<file path="src/rtl/fmap_replay_ctrl.sv">
// Feature-map replay controller: optionally loads a frame into a single-port-per-direction
// buffer RAM, then streams it out a configurable number of passes with valid/ready flow control.
module fmap_replay_ctrl #(
    parameter int A_WIDTH    = 7,
    parameter int ADDR_WIDTH = 10,
    parameter int D_WIDTH    = 15
) (
    input  logic                  clk,
    input  logic                  reset,
    input  logic                  start,
    input  logic                  cfg_fill,
    input  logic [A_WIDTH:0]      cfg_len,
    input  logic [7:0]            cfg_npass,
    input  logic                  in_valid,
    output logic                  in_ready,
    input  logic [D_WIDTH-1:0]    in_data,
    output logic                  out_valid,
    input  logic                  out_ready,
    output logic [D_WIDTH-1:0]    out_data,
    output logic                  out_last,
    output logic                  ram_we,
    output logic                  ram_en_w,
    output logic [ADDR_WIDTH-1:0] ram_addr_w,
    output logic [D_WIDTH-1:0]    ram_di,
    output logic                  ram_en_r,
    output logic [ADDR_WIDTH-1:0] ram_addr_r,
    input  logic [D_WIDTH-1:0]    ram_dat_read,
    output logic                  busy,
    output logic                  done
);

    localparam int LW = A_WIDTH + 1;
    localparam logic [LW-1:0] MAX_LEN = {1'b1, {A_WIDTH{1'b0}}};

    typedef enum logic [1:0] {
        IDLE,
        FILL,
        REPLAY,
        DONE
    } state_t;

    state_t               state_q, state_d;
    logic [LW-1:0]        len_q, len_d;
    logic [7:0]           npass_q, npass_d;
    logic [7:0]           pass_q, pass_d;
    logic [A_WIDTH-1:0]   wcnt_q, wcnt_d;
    logic [A_WIDTH-1:0]   rcnt_q, rcnt_d;
    logic                 out_valid_q, out_valid_d;
    logic                 out_last_q, out_last_d;

    logic [LW-1:0]        len_sat;
    logic [LW-1:0]        len_m1;
    logic [A_WIDTH-1:0]   last_addr;
    logic                 in_fire;
    logic                 reads_left;
    logic                 slot_free;
    logic                 issue;

    assign len_sat    = (cfg_len > MAX_LEN) ? MAX_LEN : cfg_len;
    assign len_m1     = len_q - LW'(1);
    assign last_addr  = len_m1[A_WIDTH-1:0];
    assign in_fire    = (state_q == FILL) && in_valid;
    assign reads_left = pass_q < npass_q;
    // The output slot can take a new word when empty or when its current word leaves this cycle.
    assign slot_free  = !out_valid_q || out_ready;
    assign issue      = (state_q == REPLAY) && reads_left && slot_free;

    always_comb begin
        state_d     = state_q;
        len_d       = len_q;
        npass_d     = npass_q;
        pass_d      = pass_q;
        wcnt_d      = wcnt_q;
        rcnt_d      = rcnt_q;
        out_valid_d = out_valid_q;
        out_last_d  = out_last_q;
        case (state_q)
            IDLE: begin
                if (start) begin
                    len_d   = len_sat;
                    npass_d = cfg_npass;
                    pass_d  = '0;
                    wcnt_d  = '0;
                    rcnt_d  = '0;
                    if (len_sat == '0)
                        state_d = DONE;
                    else if (cfg_fill)
                        state_d = FILL;
                    else
                        state_d = REPLAY;
                end
            end
            FILL: begin
                if (in_valid) begin
                    wcnt_d = wcnt_q + A_WIDTH'(1);
                    if (wcnt_q == last_addr) begin
                        wcnt_d  = '0;
                        state_d = (npass_q == '0) ? DONE : REPLAY;
                    end
                end
            end
            REPLAY: begin
                if (issue) begin
                    out_valid_d = 1'b1;
                    out_last_d  = (rcnt_q == last_addr);
                    if (rcnt_q == last_addr) begin
                        rcnt_d = '0;
                        pass_d = pass_q + 8'd1;
                    end else begin
                        rcnt_d = rcnt_q + A_WIDTH'(1);
                    end
                end else if (slot_free) begin
                    // Slot drained with no reads left: the job is finished.
                    out_valid_d = 1'b0;
                    out_last_d  = 1'b0;
                    state_d     = DONE;
                end
            end
            DONE: begin
                state_d = IDLE;
            end
            default: begin
                state_d = IDLE;
            end
        endcase
    end

    always_ff @(posedge clk) begin
        if (reset) begin
            state_q     <= IDLE;
            len_q       <= '0;
            npass_q     <= '0;
            pass_q      <= '0;
            wcnt_q      <= '0;
            rcnt_q      <= '0;
            out_valid_q <= 1'b0;
            out_last_q  <= 1'b0;
        end else begin
            state_q     <= state_d;
            len_q       <= len_d;
            npass_q     <= npass_d;
            pass_q      <= pass_d;
            wcnt_q      <= wcnt_d;
            rcnt_q      <= rcnt_d;
            out_valid_q <= out_valid_d;
            out_last_q  <= out_last_d;
        end
    end

    assign busy       = (state_q != IDLE);
    assign done       = (state_q == DONE);
    assign in_ready   = (state_q == FILL);
    assign ram_we     = in_fire;
    assign ram_en_w   = in_fire;
    assign ram_addr_w = ADDR_WIDTH'(wcnt_q);
    assign ram_di     = in_fire ? in_data : '0;
    assign ram_en_r   = issue;
    assign ram_addr_r = ADDR_WIDTH'(rcnt_q);
    // RAM read data holds while no read is issued, so it doubles as the output data register.
    assign out_valid  = out_valid_q;
    assign out_last   = out_last_q;
    assign out_data   = out_valid_q ? ram_dat_read : '0;

endmodule

</file>
<file path="config.mk">
export PLATFORM = sky130hd
export DESIGN_NAME = fmap_replay_ctrl
export DESIGN_NICKNAME = d
export VERILOG_FILES = /design/src/rtl/fmap_replay_ctrl.sv
export SDC_FILE = /design/constraint.sdc
export NUM_CORES = 1
export LEC_CHECK = 0
export BUFFER_PORTS_ARGS = -buffer_cell sky130_fd_sc_hd__buf_4
export CAP_MARGIN = 30
export CORE_ASPECT_RATIO = 1.2
export CORE_MARGIN = 3
export CORE_UTILIZATION = 46
export CTS_BUF_LIST = sky130_fd_sc_hd__clkbuf_8
export CTS_CLUSTER_SIZE = 30
export DETAILED_ROUTE_END_ITERATION = 8
export MAX_ROUTING_LAYER = met4
export PLACE_DENSITY = 0.83
export SLEW_MARGIN = 20
export SYNTH_ARGS = -nofsm -noshare
export SYNTH_HDL_FRONTEND = slang
export SYNTH_SLANG_ARGS = --single-unit
</file>
<file path="constraint.sdc">
create_clock -name clk -period 2.5 [get_ports clk]
set_input_delay 0 -clock clk [delete_from_list [all_inputs] [get_ports clk]]
set_output_delay 0 -clock clk [all_outputs]
set_load 0.01 [all_outputs]
</file>
==> impl_metrics.tcl, run 1 <==
set metrics [dict create \
    status "finished clean" \
    h-tree-depth 2 \
    peakVddDrop_v 0.000345 \
    avgSynthCellArea_sq_um 7.78 \
    yosysWarnings 0 \
    multi_input_area_sq_mm 0.00194 \
    crit_arrival_ns 2.64 \
    clock-root-buffer "clkbuf_8" \
    rsz0062_at_grt "true" \
    skew_ns 0.00546 \
    wl_per_cell_um 14.7 \
    grt-ovfl-total 0 \
    layoutNonFillerInstCount 577 \
    num_vias 3172 \
    cts-buffers-inserted 5 \
    fin_ws_ns 0.0726 \
    cts_tree "done" \
    post-place-ws_ns 0.00531 \
    synth_area_sq_mm 0.00293 \
    antenna_left 0 \
    syn_inst 376 \
    start_util_pct 48.0 \
    synthFlopType "dfxtp_1" \
    report.final.slew_viol_count 0 \
    place_hpwl_um 6520 \
    end_kind "flop" \
    drtIter0Drc 118 \
    dieArea_sq_mm 0.00736 \
    synth_common_cells "nand2_1, dfxtp_1, a21oi_1, and2_1" \
    yosysSeqAreaShare_pct 28.1 \
    die_h_um 93.4 \
    gp_routability_congestion 0.829 \
    ioPinCount 110 \
    antenna_found_initial 0 \
    crit_fanout 6 \
    yosysTopAreaCell "dfxtp_1" \
    drtPass1Iterations 4 \
    final.fill_count 513 \
    rows 31 \
    period_needed_ns 2.43 \
    drcViolationCount 0 \
    rr_worst_depth 7 \
    clock.fmax_mhz 412 \
    synth.top_cell.area_share_pct 28.1 \
    diodes 0 \
    clk_pin_slew_ns 0.08 \
    drv_cap 0 \
    grtUsageTotal_pct 23.7 \
    regArea_sq_um 823 \
    p_leak_nw 1.79 \
    drive_above_1_share_pct 29.7 \
    area_delta_synth_final_pct 38.5 \
    tns_ns 0 \
    slew-limit-headroom_pct 66.3 \
    p_per_area_mw_per_mm2 649 \
    post_drt_via_cell_ratio 5.50 \
    nets 562 \
    clock_sinks 41 \
    finalSetupViolCount 0 \
    die_w_um 78.8 \
    ys_seq_elements 41 \
    synth_edf_count 0 \
    synth.most_common_cell "nand2_1" \
    cp-start-kind "flop" \
    grt_pass1_wl_um 13700 \
    synth.distinct_cells 56 \
    post_dp_cell_area_sq_mm 0.00381 \
    core_sq_mm 0.00609 \
    dpl.cell_count 558 \
    ys_top_cells_by_area "dfxtp_1, ha_1, a21oi_1, nand2_1, and2_1" \
    io_buffers 103 \
    fin_crit_sh_pct 97.1 \
    required_ns 2.71 \
    min_path_type "input pin to flop" \
    grt_pass1_vias 3118 \
    hold_viol 0 \
    worst_slew_pin_slew_ns 0.505 \
    design_area_sq_mm 0.00405 \
    grt_max_degree 35 \
    path_class "flop to flop" \
    clockBufferDepth 2 \
    hold_path_depth 3 \
    clk_latency_ns 0.29 \
    async_flop_share_pct 0 \
    drt-total-wl_um 8510 \
]
==> kinds of logic (layout without fill, tap and decap cells) <==
| family | Yosys count | count (layout) | share of synthesized area [%] |
|---|---|---|---|
| compound gates | 87 | 87 | 20.2 |
| xor+xnor | 16 | 16 | 5.30 |
| fa+ha+maj | 15 | 15 | 6.42 |
| buf+inv | 46 | 160 | 7.83 |
| flops | 41 | 41 | 28.1 |
| other cells | 1 | 6 | 0.128 |
| simple gates | 170 | 170 | 32.1 |
==> metrics by stage <==
step | hold slack, ns | total power, mW | util, %
finish | 0.00412 | 2.63 | 66.6
global route | 0.0115 | 2.81 | 66.6
global placement | 0.249 | 2.11 | 62.5
floorplan | 0.136 | 1.66 | -
detailed placement | 0.259 | 2.16 | 62.5
CTS | 0.00124 | 2.62 | 65.9
==> layout make-up <==
cell class	instances	area share, %
well taps	82	2.53
clock inverters	1	0.0926
repair buffers	134	25.5
clock buffers	6	2.04
flip-flops and latches	41	20.3
multi-input cells	294	47.8
inverters	19	1.76
==> power by group <==
part / internal, mW / leakage (nW) / switching, mW
registers: 0.712 / 0.333 / 0.0751
clock network: 0.215 / 0.0485 / 0.226
logic: 0.648 / 1.41 / 0.756
==> flip-flops by register name, indices dropped and copies added (netlist names) <==
register and flops:
npass_q 8, pass_q 8, len_q 7, rcnt_q 7, wcnt_q 7, state_q 2, out_last 1, out_valid 1
==> routing by layer <==
metal,up-vias,track usage (%),wire [um]
met5,-,-,0
met4,0,8.31,134
met3,16,2.99,314
met2,89,44.2,4640
met1,1498,25.7,3410
li1,1569,-,-
==> repair_timing <==
action	4_1_cts	5_1_grt
setup buffers	0	1
pin swaps	0	5
hold endpoints to repair	11	0
hold buffers	11	0
endpoints found under the setup margin	2	10
gates resized for setup	1	8
==> critical path, stage by stage, from the launching register on <==
cell	delay, ns
dfxtp_2	0.34
or4_4	0.54
or3_1	0.36
a21oi_1	0.13
and4bb_4	0.23
and2_4	0.16
or3_4	0.34
o32ai_2	0.24
==> cells in the final DEF, fill, tap and decap left out, types with 9 or more instances in the layout <==
cell type	instances
and3_1	19
and2_1	20
nand2_1	48
a21oi_1	34
xnor2_1	10
ha_1	14
nor2_1	14
nand2b_1	10
dfxtp_1	39
nand3_1	9
inv_1	20
buf_4	123
dlygate4sd3_1	11
nand3b_1	10
==> path summary, 6_finish.rpt <==
kind,startpoint,end,slack (ns)
max,len_q[1],rcnt_q[6],0.07
max reg2reg,len_q[1],rcnt_q[6],0.07
min,cfg_len[2],len_q[2],0.004
min reg2reg,out_last,out_last,0.47
No activity file was read; power rests on OpenSTA's default activity.
==> inputs of run 2 (changes only) <==
- CORE_UTILIZATION: 46 -> 40
- PLACE_DENSITY: 0.83 -> 0.71
- clock period: 2.5 -> 2.4 ns (I/O delays scaled with it)
==> impl_metrics.tcl, run 2 (synthesized netlist as in run 1, its figures left out) <==
set metrics [dict create \
    design_area_sq_mm 0.00422 \
    p_per_area_mw_per_mm2 728 \
    tns_ns -0.0127 \
    area_delta_synth_final_pct 44.3 \
    crit_fanout 4 \
    drive_above_1_share_pct 31.8 \
    slew-limit-headroom_pct 63.7 \
    critical_path.startpoint "len_q[1]" \
    antenna_left 0 \
    finalPower_mw 3.07 \
    worst_slew_pin_slew_ns 0.544 \
    clock.fmax_mhz 414 \
    num_vias 3172 \
    final.fill_count 635 \
    start_util_pct 41.9 \
    fin_ws_ns -0.0127 \
    multi_input_area_sq_mm 0.00198 \
    diodes 0 \
    core_sq_mm 0.00698 \
    report.final.slew_viol_count 0 \
    utilization_pct 60.5 \
    grt-ovfl-total 0 \
    path_class "flop to flop" \
    cts_tree "done" \
    antenna_found_initial 0 \
    grt_pass1_wl_um 14400 \
    clk_pin_slew_ns 0.09 \
    grt_max_degree 35 \
    min_path_type "input pin to flop" \
    nets 569 \
    peakVddDrop_v 0.000329 \
    reg_top3 "npass_q (8), pass_q (8)" \
    drtIter0Drc 121 \
    rows 33 \
    place_hpwl_um 6690 \
    clock-root-buffer "clkbuf_8" \
    post_dp_cell_area_sq_mm 0.00386 \
    cts-buffers-inserted 5 \
    grtUsageTotal_pct 21.3 \
    drcViolationCount 0 \
    r2r-start "len_q[1]" \
    violations "setup timing" \
    io_buffers 103 \
    h-tree-depth 2 \
    end_kind "flop" \
    p_leak_nw 1.86 \
    post_drt_via_cell_ratio 5.38 \
    drtPass1Iterations 4 \
    required_ns 2.61 \
    dieArea_sq_mm 0.00838 \
    min-delay-start "cfg_len[7]" \
    layout_commonest_cell "buf_4" \
    drt-total-wl_um 8890 \
    regArea_sq_um 826 \
    ioPinCount 110 \
    skew_ns 0.00754 \
    period_needed_ns 2.41 \
    clk_latency_ns 0.30 \
    clock_sinks 41 \
    whs_ns 0.0106 \
    finalSetupViolCount 1 \
    cp-start-kind "flop" \
    wl_per_cell_um 15.1 \
    crit_arrival_ns 2.63 \
    clockBufferDepth 2 \
    hold_viol 0 \
    gp_routability_congestion 0.834 \
    status "finished with violations" \
    grt_pass1_vias 3123 \
    die_w_um 84.1 \
    die_h_um 99.7 \
    rsz0062_at_grt "true" \
    final_cell_mix "buf_4, nand2_1, dfxtp_1, a21oi_1, and2_1" \
    fin_crit_sh_pct 101 \
    drv_cap 0 \
]
run 2: final timing paths:
check | to | slack, ns | cells past startpoint
setup / recovery | rcnt_q[6] | -0.01 | 7
hold / removal | len_q[5] | 0.01 | 3
setup reg to reg | rcnt_q[6] | -0.01 | 7
hold reg to reg | out_last | 0.47 | 2
run 2: critical path, cell delays in order (launching register included):
cell      delay (ns)
dfxtp_2         0.33
or4_4           0.54
or3_1           0.36
a21oi_1         0.13
and4bb_4        0.26
and2_4          0.14
or3_4           0.35
o32ai_4         0.21
run 2: area by class of cell:
type / count / area share, %
Multi-Input combinational cell: 294 / 47.0
Timing Repair Buffer: 141 / 25.9
Sequential cell: 41 / 19.6
Tap cell: 87 / 2.58
Inverter: 19 / 1.69
Clock buffer: 5 / 1.63
Clock inverter: 3 / 1.63
run 2: per-stage QoR:
step,setup WS [ns],instances
after global routing,-0.0971,590
after CTS,0.00131,589
after detailed placement,-0.0311,569
final,-0.0127,590
after global placement,0.0420,569
after floorplan,-0.0436,381
run 2: where the power goes:
part           internal, mW  leakage [nW]  switching [mW]
Combinational         0.730          1.46           0.846
Sequential            0.743         0.334          0.0629
Clock                 0.419        0.0687           0.271
Total                  1.89          1.86            1.18
run 2: what timing repair did:
action                                 in CTS  in global routing
setup endpoints to repair                   6                 12
pin swaps                                   0                 11
buffers inserted                            1                  0
hold buffers                               11                  1
resized for setup                           3                 16
endpoints found under the hold margin      11                  1
run 2: metal layers:
layer	track usage [%]	vias to the layer above	part of all wire (%)
li1	-	1586	-
met1	23.9	1477	41
met2	39.7	105	53
met3	3.40	4	5.2
met4	3.96	0	0.52
met5	-	-	0
